[src/rtl/fp16_pkg.sv]
// fp16_pkg: definitions shared by the fp16 multiplier and adder.
//   - Class bit indices of the 6-bit one-hot class tag and the matching
//     one-hot constants.
//   - Exponent bias, canonical quiet NaN, and the binary16 field layout.
//   - lzc22: leading-zero count of a 22-bit significand product.
package fp16_pkg;

  localparam int unsigned FP_NORM = 5;
  localparam int unsigned FP_SUB  = 4;
  localparam int unsigned FP_ZERO = 3;
  localparam int unsigned FP_INF  = 2;
  localparam int unsigned FP_QNAN = 1;
  localparam int unsigned FP_SNAN = 0;

  localparam logic [5:0] CLS_NORM = 6'(1) << FP_NORM;
  localparam logic [5:0] CLS_SUB  = 6'(1) << FP_SUB;
  localparam logic [5:0] CLS_ZERO = 6'(1) << FP_ZERO;
  localparam logic [5:0] CLS_INF  = 6'(1) << FP_INF;
  localparam logic [5:0] CLS_QNAN = 6'(1) << FP_QNAN;

  localparam int unsigned BIAS = 15;
  localparam logic [15:0] QNAN = 16'h7E00;

  typedef struct packed {
    logic       sign;
    logic [4:0] exp;
    logic [9:0] frac;
  } fp16_t;

  // Returns 22 for an all-zero input.
  function automatic logic [4:0] lzc22(input logic [21:0] v);
    logic [4:0] n;
    n = 5'd22;
    for (int unsigned i = 0; i < 22; i++) begin
      if (v[i]) n = 5'(21 - i);
    end
    return n;
  endfunction

endpackage

[src/rtl/fp16_round_pack.sv]
// fp16_round_pack: combinational round-to-nearest-even and pack stage.
//   sign  : result sign
//   exp   : biased exponent, 0 means subnormal (hidden bit is sig[10]=0)
//   sig   : 11-bit significand, sig[10] is the hidden bit for normals
//   grs   : {guard, round, sticky} bits below sig[0]
//   res   : packed binary16 result (overflow saturates to signed infinity)
//   cls   : one-hot class of res
module fp16_round_pack (
  input  logic        sign,
  input  logic [6:0]  exp,
  input  logic [10:0] sig,
  input  logic [2:0]  grs,
  output logic [15:0] res,
  output logic [5:0]  cls
);
  import fp16_pkg::*;

  logic        inc;
  logic [11:0] sum;
  logic [7:0]  exp_r;
  logic [9:0]  frac;

  always_comb begin
    inc   = grs[2] & (grs[1] | grs[0] | sig[0]);
    sum   = {1'b0, sig} + 12'(inc);
    // A carry out of the significand bumps the exponent; a subnormal that
    // rounds up into the hidden-bit position becomes the smallest normal.
    exp_r = {1'b0, exp} + 8'(sum[11]) + 8'((exp == 7'd0) & sum[10]);
    frac  = sum[11] ? sum[10:1] : sum[9:0];

    res = '0;
    cls = '0;
    if (exp_r >= 8'd31) begin
      res = {sign, 5'h1F, 10'h000};
      cls = CLS_INF;
    end else if (exp_r == 8'd0 && frac == 10'd0) begin
      res = {sign, 15'h0000};
      cls = CLS_ZERO;
    end else if (exp_r == 8'd0) begin
      res = {sign, 5'h00, frac};
      cls = CLS_SUB;
    end else begin
      res = {sign, exp_r[4:0], frac};
      cls = CLS_NORM;
    end
  end

endmodule

[src/rtl/mul.sv]
// mul: pipelined IEEE-754 binary16 multiplier feeding the fp16 adder.
//   CLK      : clock, rising edge
//   RSTn     : asynchronous active-low reset
//   DVI      : input valid, one operation per cycle, no backpressure
//   DI_TYPE  : {b_type, a_type}, 6-bit one-hot class per operand (trusted)
//   DI       : {b, a} binary16 operands
//   DVO      : output valid, DVI delayed by LATENCY cycles
//   DO_TYPE  : one-hot class of DO
//   DO       : binary16 product, held while DVO is low
// Stages: 1 unpack/specials/multiply, 2 normalize/denormalize,
// 3 round/pack, then LATENCY-3 plain delay stages.
// Build option MUL_FTZ_EN: subnormal operands read as zero and subnormal
// results flush to signed zero; the denormalizing shifter is not built.
module mul #(
  parameter int unsigned LATENCY = 4
) (
  input  logic        CLK,
  input  logic        RSTn,
  input  logic        DVI,
  input  logic [11:0] DI_TYPE,
  input  logic [31:0] DI,
  output logic        DVO,
  output logic [5:0]  DO_TYPE,
  output logic [15:0] DO
);
  import fp16_pkg::*;

  localparam int unsigned NDLY = LATENCY - 2;

  // ---------------- stage 1 ----------------
  fp16_t       a, b;
  logic [5:0]  a_t, b_t;
  logic        a_nan, b_nan, a_inf, b_inf, a_zero, b_zero;
  logic        sp_nan, sp_inf, sp_zero;
  logic [15:0] sp_res;
  logic [5:0]  sp_type;
  logic        sgn;
  logic [10:0] sig_a, sig_b;
  logic [4:0]  exp_a, exp_b;
  logic [21:0] prod_c;
  logic signed [6:0] esum_c;

  assign a   = DI[15:0];
  assign b   = DI[31:16];
  assign a_t = DI_TYPE[5:0];
  assign b_t = DI_TYPE[11:6];

  always_comb begin
    a_nan  = a_t[FP_QNAN] | a_t[FP_SNAN];
    b_nan  = b_t[FP_QNAN] | b_t[FP_SNAN];
    a_inf  = a_t[FP_INF];
    b_inf  = b_t[FP_INF];
`ifdef MUL_FTZ_EN
    a_zero = a_t[FP_ZERO] | a_t[FP_SUB];
    b_zero = b_t[FP_ZERO] | b_t[FP_SUB];
`else
    a_zero = a_t[FP_ZERO];
    b_zero = b_t[FP_ZERO];
`endif
    sgn     = a.sign ^ b.sign;
    sp_nan  = a_nan | b_nan | (a_inf & b_zero) | (b_inf & a_zero);
    sp_inf  = ~sp_nan & (a_inf | b_inf);
    sp_zero = ~sp_nan & ~sp_inf & (a_zero | b_zero);

    sp_res  = '0;
    sp_type = '0;
    if (sp_nan) begin
      sp_res  = QNAN;
      sp_type = CLS_QNAN;
    end else if (sp_inf) begin
      sp_res  = {sgn, 5'h1F, 10'h000};
      sp_type = CLS_INF;
    end else if (sp_zero) begin
      sp_res  = {sgn, 15'h0000};
      sp_type = CLS_ZERO;
    end

    sig_a  = {a_t[FP_NORM], a.frac};
    sig_b  = {b_t[FP_NORM], b.frac};
    exp_a  = a_t[FP_SUB] ? 5'd1 : a.exp;
    exp_b  = b_t[FP_SUB] ? 5'd1 : b.exp;
    prod_c = 22'(sig_a) * 22'(sig_b);
    esum_c = $signed({2'b00, exp_a}) + $signed({2'b00, exp_b}) - $signed(7'(BIAS));
  end

  logic              s1_v;
  logic              s1_special;
  logic [15:0]       s1_sres;
  logic [5:0]        s1_stype;
  logic              s1_sign;
  logic [21:0]       s1_prod;
  logic signed [6:0] s1_exp;

  always_ff @(posedge CLK or negedge RSTn) begin
    if (!RSTn) begin
      s1_v       <= 1'b0;
      s1_special <= 1'b0;
      s1_sres    <= '0;
      s1_stype   <= '0;
      s1_sign    <= 1'b0;
      s1_prod    <= '0;
      s1_exp     <= '0;
    end else begin
      s1_v <= DVI;
      if (DVI) begin
        s1_special <= sp_nan | sp_inf | sp_zero;
        s1_sres    <= sp_res;
        s1_stype   <= sp_type;
        s1_sign    <= sgn;
        s1_prod    <= prod_c;
        s1_exp     <= esum_c;
      end
    end
  end

  // ---------------- stage 2 ----------------
  logic [4:0]        lz;
  logic [21:0]       norm;
  logic signed [7:0] exp_adj;
  logic [21:0]       sig_n;
  logic [6:0]        exp_n;
  logic              stk_n;
`ifndef MUL_FTZ_EN
  logic [7:0]        sh;
  logic [4:0]        sh_sat;
  logic [21:0]       sh_sig;
  logic [23:0]       lost;
`endif

  always_comb begin
    lz      = lzc22(s1_prod);
    norm    = s1_prod << lz;
    // Normalized product has its MSB at bit 21, one binade above the
    // product of two hidden bits, hence the +1.
    exp_adj = $signed({s1_exp[6], s1_exp}) + 8'sd1 - $signed({3'b000, lz});
    sig_n   = norm;
    exp_n   = exp_adj[6:0];
    stk_n   = 1'b0;
`ifdef MUL_FTZ_EN
    if (exp_adj < 8'sd1) begin
      sig_n = '0;
      exp_n = '0;
    end
`else
    sh     = 8'sd1 - exp_adj;
    sh_sat = (sh > 8'd24) ? 5'd24 : sh[4:0];
    {sh_sig, lost} = {norm, 24'h000000} >> sh_sat;
    if (exp_adj < 8'sd1) begin
      sig_n = sh_sig;
      exp_n = '0;
      stk_n = |lost;
    end
`endif
    if (s1_prod == '0) begin
      sig_n = '0;
      exp_n = '0;
      stk_n = 1'b0;
    end
  end

  logic        s2_v;
  logic        s2_special;
  logic [15:0] s2_sres;
  logic [5:0]  s2_stype;
  logic        s2_sign;
  logic [6:0]  s2_exp;
  logic [21:0] s2_sig;
  logic        s2_sticky;

  always_ff @(posedge CLK or negedge RSTn) begin
    if (!RSTn) begin
      s2_v       <= 1'b0;
      s2_special <= 1'b0;
      s2_sres    <= '0;
      s2_stype   <= '0;
      s2_sign    <= 1'b0;
      s2_exp     <= '0;
      s2_sig     <= '0;
      s2_sticky  <= 1'b0;
    end else begin
      s2_v <= s1_v;
      if (s1_v) begin
        s2_special <= s1_special;
        s2_sres    <= s1_sres;
        s2_stype   <= s1_stype;
        s2_sign    <= s1_sign;
        s2_exp     <= exp_n;
        s2_sig     <= sig_n;
        s2_sticky  <= stk_n;
      end
    end
  end

  // ---------------- stage 3 ----------------
  logic [15:0] rp_res, res3;
  logic [5:0]  rp_cls, cls3;

  fp16_round_pack u_round_pack (
    .sign (s2_sign),
    .exp  (s2_exp),
    .sig  (s2_sig[21:11]),
    .grs  ({s2_sig[10], s2_sig[9], (|s2_sig[8:0]) | s2_sticky}),
    .res  (rp_res),
    .cls  (rp_cls)
  );

  always_comb begin
    res3 = s2_special ? s2_sres  : rp_res;
    cls3 = s2_special ? s2_stype : rp_cls;
  end

  // Entry 0 is the stage-3 register; the rest are alignment delays.
  logic        dv [NDLY];
  logic [5:0]  dt [NDLY];
  logic [15:0] dd [NDLY];

  always_ff @(posedge CLK or negedge RSTn) begin
    if (!RSTn) begin
      for (int unsigned i = 0; i < NDLY; i++) begin
        dv[i] <= 1'b0;
        dt[i] <= '0;
        dd[i] <= '0;
      end
    end else begin
      dv[0] <= s2_v;
      if (s2_v) begin
        dt[0] <= cls3;
        dd[0] <= res3;
      end
      for (int unsigned i = 1; i < NDLY; i++) begin
        dv[i] <= dv[i-1];
        if (dv[i-1]) begin
          dt[i] <= dt[i-1];
          dd[i] <= dd[i-1];
        end
      end
    end
  end

  assign DVO     = dv[NDLY-1];
  assign DO_TYPE = dt[NDLY-1];
  assign DO      = dd[NDLY-1];

endmodule

[config.mk]
export PLATFORM = sky130hd
export DESIGN_NAME = mul
export DESIGN_NICKNAME = d
export VERILOG_FILES = /design/src/rtl/fp16_pkg.sv /design/src/rtl/fp16_round_pack.sv /design/src/rtl/mul.sv
export SDC_FILE = /design/constraint.sdc
export NUM_CORES = 1
export LEC_CHECK = 0
export ABC_AREA = 1
export BUFFER_PORTS_ARGS = -buffer_cell sky130_fd_sc_hd__clkbuf_2
export CAP_MARGIN = 20
export CORE_ASPECT_RATIO = 0.6
export CORE_UTILIZATION = 43
export CTS_BUF_LIST = sky130_fd_sc_hd__clkbuf_8
export DETAILED_ROUTE_END_ITERATION = 6
export GPL_TIMING_DRIVEN = 0
export SLEW_MARGIN = 20
export SYNTH_ARGS = -nofsm -noshare
export SYNTH_HDL_FRONTEND = slang
export SYNTH_SLANG_ARGS = --single-unit
export TNS_END_PERCENT = 50
[constraint.sdc]
create_clock -name CLK -period 6 [get_ports CLK]
set_clock_uncertainty 0.2 [all_clocks]
set_input_delay 1.2 -clock CLK [delete_from_list [all_inputs] [get_ports CLK]]
set_output_delay 1.2 -clock CLK [all_outputs]
set_load 0.05 [all_outputs]
### Word level (Yosys, flattened, before mapping)

Cells that the tools add are included.

| word-level totals | value |
|---|---|
| bits in registers | 155 |

| cells by class | value |
|---|---|
| reductions and logical operators | 7 |
| multiply operators | 1 |
| multiplexer cells | 46 |
| shift-type cells | 2 |
| bitwise logic cells | 22 |
| magnitude comparators | 3 |
| $add $sub $neg | 8 |

Operator list:

| kind | number |
|---|---|
| $mux 5 | 24 |
| $mux 16 | 4 |
| $shr 46x5->46 | 1 |
| $mux 15 | 3 |
| $mux 22 | 2 |
| $mux 6 | 5 |
| $reduce_or 24->1 | 1 |
| $logic_not 22->1 | 1 |
| $mul 11x11->22 | 1 |
| $shl 22x5->22 | 1 |
| $mux 7 | 2 |
| $add 11x1->12 | 1 |
| $or 1x1->1 | 12 |
| $logic_not 10->1 | 1 |
| $mux 10 | 1 |
| $reduce_or 9->1 | 1 |
| $add 7x1->8 | 1 |
| $add 7x2->8 const B | 1 |
| $add 8x8->8 | 1 |
| $ge 8x5->1 const B | 1 |
| $gt 8x5->1 const B | 1 |
| $logic_not 8->1 | 1 |
| $lt 8x2->1 const B | 1 |
| $mux 4 | 2 |
| 11 further kinds | 19 |

### Longest topological paths before layout

Gate-level depths: netlist of run 1.

| depth | value |
|---|---|
| depth after elaboration | 30 |
| gate-level depth with buffers | 56 |

### Cells and area by module

Synthesis of run 1 repeated with hierarchy kept, for this count alone.

| second synthesis, totals | value |
|---|---|
| cells, all modules | 1759 |
| area, all modules | 12717.2 µm² |

Modules (own cells, without submodules):

| module | sequential area each (µm²) | area an instance (µm²) | cells each | times used |
|---|---|---|---|---|
| mul | 3027.9 | 11937.7 | 1613 | 1 |
| fp16_round_pack | 0.0 | 779.5 | 146 | 1 |

### Worst setup path after synthesis of run 1

OpenSTA, ideal clock, no wires.

| timing path | value |
|---|---|
| kind | input to register |
| from | input port DI[18] |
| to | register s1_prod[21] |
| cell stages on the path | 33 |
| library setup time | 0.133 ns |
| data arrival time | 6.187 ns |
| path slack | -0.520 ns |
| buffers on the path | 1 |
| data required time | 5.667 ns |
| cell sequence | clkbuf_1 -> nand2_1 -> fa_1 -> inv_1 -> ha_1 -> inv_1 -> fa_1 -> fa_1 -> inv_1 -> fa_1 -> ha_1 -> inv_1 -> o21ai_0 -> inv_1 -> nor2_1 -> nor2_1 -> nor2_1 -> nor2_1 -> o21ai_0 -> a21oi_1 -> o21ai_0 -> nand3_1 -> nor2_1 -> nor2_1 -> inv_1 -> a21oi_1 -> nor2_1 -> nor2_1 -> nor2_1 -> o21ai_0 -> nand2_1 -> xor2_1 -> o21ai_0 |

| on the way | value |
|---|---|
| cells in the longest elaborated chain, start to end | 1 |

Ends and longest elaborated chain:

| item | line | text |
|---|---|---|
| start, declared | mul.sv:21 | `input logic [31:0] DI,` |
| $mul 11x11->22 | mul.sv:82 | `prod_c = 22'(sig_a) * 22'(sig_b);` |
| end signal, assigned | mul.sv:110 | `s1_prod <= prod_c;` |
| end, declared | mul.sv:91 | `logic [21:0] s1_prod;` |

No other way between the ends.
A chain may end at the register's enable or synchronous reset.

### Final worst setup path of run 1

| timing path | value |
|---|---|
| from | input port DI[3] |
| to | register s1_prod[21] |

Same word-level chain as after synthesis.

==> results of run 1 <==
==> metal layers <==
layer | GRT usage (%) | vias to the layer above | wire length (µm)
li1 | - | 5889 | -
met1 | 46.1 | 5802 | 21400
met2 | 33.0 | 517 | 13700
met3 | 7.27 | 23 | 4390
met4 | 3.59 | 0 | 209
met5 | 0 | - | 0
==> worst register-to-register path: cells and delay by family, from the launching register on <==
family,cells,cell delay [ns]
DFF,1,0.40
and+or+nand+nor,20,2.17
AOI/OAI and AO/OA,5,0.78
xor gates and xnor gates,1,0.13
buffers and inverters,7,1.00
adders and majority gates,4,1.10
==> final cells by class <==
class / instances / area, µm²
Clock buffer: 17 / 234
Clock inverter: 14 / 126
Sequential cell: 119 / 2980
Tap cell: 367 / 459
Fill cell: 2799 / 12800
Buffer: 84 / 677
Inverter: 287 / 1090
Multi-Input combinational cell: 1272 / 8690
Timing Repair Buffer: 131 / 950
==> synth_stat cells (all sizes together) (11+ instances only) <==
master	number	share of area [%]
dfrtp	119	24
nand2	493	15
nand4	11	0.55
mux2	18	1.6
fa	83	13
nor2	103	3.3
a21oi	51	2.1
nand3	214	8.6
nor3	16	0.72
o21ai	108	4.4
clkbuf	56	1.7
xor2	21	1.6
inv	282	8.5
buf	39	2.1
ha	83	8.3
==> sequential cells by signal, summed over array words and instances, names as in the netlist, 2 cells and up <==
register and cells:
DO 16, DO_TYPE 5, dd 16, dt 5
s1_exp 7, s1_prod 22, s1_sres 3, s1_stype 2
s2_exp 7, s2_sig 22, s2_sres 3, s2_stype 2
==> per-stage QoR <==
stage	util [%]	setup TNS, ns	setup WS, ns
after floorplan	-	-0.395	-0.190
after global placement	48.0	-11.38	-0.992
after detailed placement	48.1	-10.96	-1.08
after CTS	51.5	-0.167	-0.115
after global routing	54.2	-1.49	-0.312
final	54.2	-0.0506	-0.0506
==> worst paths after layout <==
path | from | end | slack [ns]
max in group asynchronous | RSTn | s2_sig[14]$_DFFE_PN0P_ | 4.43
min in group asynchronous | RSTn | s1_v$_DFF_PN0_ | 0.44
worst max-delay path | DI[3] | s1_prod[21]$_DFFE_PN0P_ | -0.05
worst min register to register | dv[1]$_DFF_PN0_ | DVO$_DFF_PN0_ | 0.17
worst max register to register | s1_prod[0]$_DFFE_PN0P_ | s2_sticky$_DFFE_PN0P_ | 0.13
worst min-delay path | dv[1]$_DFF_PN0_ | DVO$_DFF_PN0_ | 0.17
==> logic make-up after synthesis <==
logic type	Yosys count	share of synthesized area (%)
AOI/OAI and AO/OA	204	9.36
buffers and inverters	382	12.4
muxes	18	1.62
DFF	119	23.8
other	1	0.0300
xor gates and xnor gates	29	2.15
and+or+nand+nor	854	29.0
adders and majority gates	166	21.6
==> what timing repair did <==
item	in CTS	in global routing
pin swaps	42	56
endpoints found under the setup margin	27	28
buffers inserted	33	25
resized for setup	87	153
gates cloned	2	2
==> flow_summary.json, run 1 <==
{
  "dr_total_vias": 12231,
  "drc_errors": 0,
  "cpMostUsedCell": "fa_1",
  "fin_crit_sh_pct": 101,
  "drtIter0Drc": 1424,
  "diodes": 0,
  "fmax_mhz": 165,
  "slew_headroom_pct": 43.4,
  "hold_buffers": 0,
  "layout_common_cells": "nand2_1, inv_1, nand3_1, dfrtp_1, nor2_1",
  "dr.pass1.iters": 6,
  "path_buf_inv": 7,
  "yosys_warnings": 0,
  "cts.path.max_buffers": 2,
  "syn_area_um2": 12500,
  "cts_num_sinks": 119,
  "synthesis.instances": 1773,
  "avgSynthCellArea_um2": 7.05,
  "setup_violations": 1,
  "synth-edff-count": 0,
  "drtAntennaViolNets": 0,
  "place.port_buffers": 68,
  "endpoint_kind": "flop",
  "die_width_um": 222,
  "hp-class": "flop to flop",
  "hold_violations": 0,
  "rows": 47,
  "ys_types": 58,
  "slew_viol_final": 0,
  "start_util_pct": 44.6,
  "synth_fp_nets": 1986,
  "areaGrowthSynthToFinish_pct": 21.7,
  "grt_overflow_total": 0,
  "grt_use_total_pct": 27.2,
  "gp_congestion": 0.976,
  "path_max_fanout": 6,
  "cts_tree": "yes",
  "tightest_slew_ns": 0.849,
  "final_area_um2": 15200,
  "grt_pass1_wl_mm": 63.0,
  "async_reset_ff_share_pct": 100,
  "ys_ff_latch": 119,
  "ff2ff_path_depth": 37,
  "dp.cells": 2209,
  "min_period_ns": 6.05,
  "routedWlPerCell_um": 17.4,
  "fin_cells": 2291,
  "via_per_inst": 5.34,
  "start_kind": "input port",
  "htreeDepth": 4,
  "whs_path_depth": 0,
  "clk_latency_ns": 0.45,
  "placed_cell_area_um2": 13500,
  "cp.required_ns": 6.12,
  "worstSetupPathType": "input port to flop",
  "antenna_found_initial": 2,
  "violations": "negative setup slack",
  "die_h_um": 134,
  "ys.flop_type": "dfrtp_1",
  "cp.depth": 29,
  "drive_gt1_share_pct": 21.6,
  "cp.arrival_ns": 6.17,
  "max_stage_delay_ns": 0.54,
  "num-nets-final": 2125,
  "status": "finished with violations",
  "hold_slack_ns": 0.171,
  "core-area_um2": 28100,
  "cp_slowest_cell": "fa_1",
  "rsz0062_at_grt": "true",
  "ys_seq_area_share_pct": 23.8,
  "dpl.hpwl_mm": 31.3,
  "die-area_um2": 29800,
  "ios": 70,
  "clkTransAtPathRegs_ns": 0.09,
  "grt_pass1_vias": 11435,
  "final_common_cell": "nand2_1",
  "crit_family": "adder cells",
  "root_buffer": "clkbuf_8",
  "numCtsBuffers": 17,
  "routed_wl_mm": 39.8,
  "grt_max_degree": 87,
  "postLayoutSetupSlackWorst_ns": -0.0506,
  "max_cap_viol_count": 0
}
Power of run 1 is left out: the tool's default activity adds up to more than one toggle a clock period on the data nets, which glitch-free logic cannot reach.
==> run 2: changes to the inputs <==
--- a/config.mk
+++ b/config.mk
@@ -13,6 +13,7 @@
 export CTS_BUF_LIST = sky130_fd_sc_hd__clkbuf_8
 export DETAILED_ROUTE_END_ITERATION = 6
 export GPL_TIMING_DRIVEN = 0
+export SETUP_SLACK_MARGIN = 0.15
 export SLEW_MARGIN = 20
 export SYNTH_ARGS = -nofsm -noshare
 export SYNTH_HDL_FRONTEND = slang
==> run 2 against run 1 <==
First-iteration DRC count down 0.63%. Register-to-register slack worse by 0.10 ns. Worst hold slack better by 0.0093 ns. Cell area up 6.6%. Core utilization up 3.6 points. The run ends with design-rule violations, negative setup slack left. Non-clock buffer count up 60. Final cell count up 2.7%. Global-route usage up 0.50 points. Die area unchanged.
==> flow_summary.json, run 2 (synthesized netlist as in run 1, its figures left out) <==
{
  "grt_pass1_vias": 11648,
  "hp-class": "flop to flop",
  "diodes": 0,
  "violations": "design-rule violations, negative setup slack",
  "hold_end": "DVO$_DFF_PN0_",
  "max_cap_viol_count": 0,
  "setup_violations": 3,
  "ios": 70,
  "placed_cell_area_um2": 13500,
  "dr_total_vias": 12659,
  "place.port_buffers": 68,
  "clkTransAtPathRegs_ns": 0.09,
  "antenna_found_initial": 0,
  "clk_latency_ns": 0.45,
  "grtUsageMet1_pct": 45.1,
  "slew_viol_final": 0,
  "path_max_fanout": 5,
  "reg2reg_to": "s2_sticky$_DFFE_PN0P_",
  "grt_use_total_pct": 27.7,
  "cts_num_sinks": 119,
  "final_common_cell": "nand2_1",
  "cts.path.max_buffers": 2,
  "start_kind": "input port",
  "areaGrowthSynthToFinish_pct": 29.7,
  "min_period_ns": 6.16,
  "grt_pass1_wl_mm": 64.0,
  "hold_violations": 0,
  "tightest_slew_ns": 0.887,
  "ff2ff_path_depth": 49,
  "postLayoutSetupSlackWorst_ns": -0.160,
  "rows": 47,
  "cp_slowest_cell": "fa_1",
  "die_width_um": 222,
  "routed_wl_mm": 41.6,
  "final_area_um2": 16200,
  "die_h_um": 134,
  "num-nets-final": 2185,
  "dr.pass1.iters": 7,
  "timing.rr.start": "s1_prod[1]$_DFFE_PN0P_",
  "final_core_util_pct": 57.8,
  "cts_tree": "yes",
  "fmax_mhz": 162,
  "via_per_inst": 5.38,
  "global_route.usage.met3_pct": 9.09,
  "root_buffer": "clkbuf_8",
  "hold_buffers": 0,
  "dp.cells": 2209,
  "layout_common_cells": "nand2_1, inv_1, nand3_1, dfrtp_1, buf_4",
  "fin_crit_sh_pct": 103,
  "core-area_um2": 28100,
  "slew_headroom_pct": 40.9,
  "rsz0062_at_grt": "true",
  "drive_gt1_share_pct": 25.9,
  "max_stage_delay_ns": 0.52,
  "htreeDepth": 4,
  "holdCritStartpoint": "dv[1]$_DFF_PN0_",
  "routedWlPerCell_um": 17.7,
  "gp_congestion": 0.975,
  "drtIter0Drc": 1415,
  "endpoint_kind": "flop",
  "grt_overflow_total": 0,
  "whs_path_depth": 0,
  "hold_slack_ns": 0.180,
  "cp.arrival_ns": 6.29,
  "numCtsBuffers": 17,
  "worstSetupPathType": "input port to flop",
  "grt_max_degree": 86,
  "dpl.hpwl_mm": 31.3,
  "top_usage_layer": "met1",
  "status": "finished with violations",
  "die-area_um2": 29800,
  "reg.largest.list": "s1_prod: 22 flops, s2_sig: 22 flops",
  "cp.required_ns": 6.13,
  "drtAntennaViolNets": 0,
  "rrSetupSlack_ns": 0.03,
  "drc_errors": 1,
  "fin_cells": 2352,
  "use_met2_pct": 34.4,
  "start_util_pct": 44.6
}
run 2: layout make-up:
| type | instances | area, µm² |
|---|---|---|
| buffer | 92 | 786 |
| clock buffer | 17 | 234 |
| clock inverter | 15 | 181 |
| fill | 2661 | 11800 |
| inverter | 287 | 1100 |
| multi-input combinational | 1272 | 9010 |
| sequential | 119 | 2980 |
| tap | 367 | 459 |
| timing repair buffer | 183 | 1460 |
run 2: layer usage:
metal	share of wire, %	vias up
li1	-	6020
met1	51	6077
met2	36	537
met3	12	25
met4	0.54	0
met5	0	-
run 2: timing repair:
action | CTS | global route
resized for setup | 102 | 268
endpoints found under the hold margin | 0 | 0
cloned | 2 | 3
buffers inserted | 74 | 35
pin swaps | 48 | 127
setup endpoints to repair | 29 | 30
run 2: worst max-delay path by stage:
| stage | startpoint | endpoint | slack, ns | cells past startpoint |
|---|---|---|---|---|
| finish | DI[18] | s1_prod[19]$_DFFE_PN0P_ | -0.16 | 33 |
| global route | DI[18] | s1_prod[19]$_DFFE_PN0P_ | -0.43 | 33 |
| CTS | DI[18] | s1_prod[21]$_DFFE_PN0P_ | -0.12 | 34 |
| detailed placement | DI[22] | s1_prod[21]$_DFFE_PN0P_ | -1.03 | 28 |
| global placement | DI[22] | s1_prod[21]$_DFFE_PN0P_ | -0.97 | 28 |
| floorplan | DI[22] | s1_prod[21]$_DFFE_PN0P_ | -0.19 | 27 |
run 2: metrics by stage:
step                setup TNS (ns)  setup WS (ns)
floorplan                   -0.380         -0.190
global route                 -1.97         -0.425
finish                      -0.406         -0.160
global placement            -11.06         -0.973
detailed placement          -10.03          -1.03
CTS                         -0.183         -0.119
run 2: critical path: cells and delay by family:
family	cells	cell delay [ns]
AND/OR/NAND/NOR	10	0.91
buffers and inverters	10	0.90
adder cells (fa/ha/maj)	6	2.39
AO/OA/AOI/OAI	7	0.86
Power of run 2 is left out for the same reason.
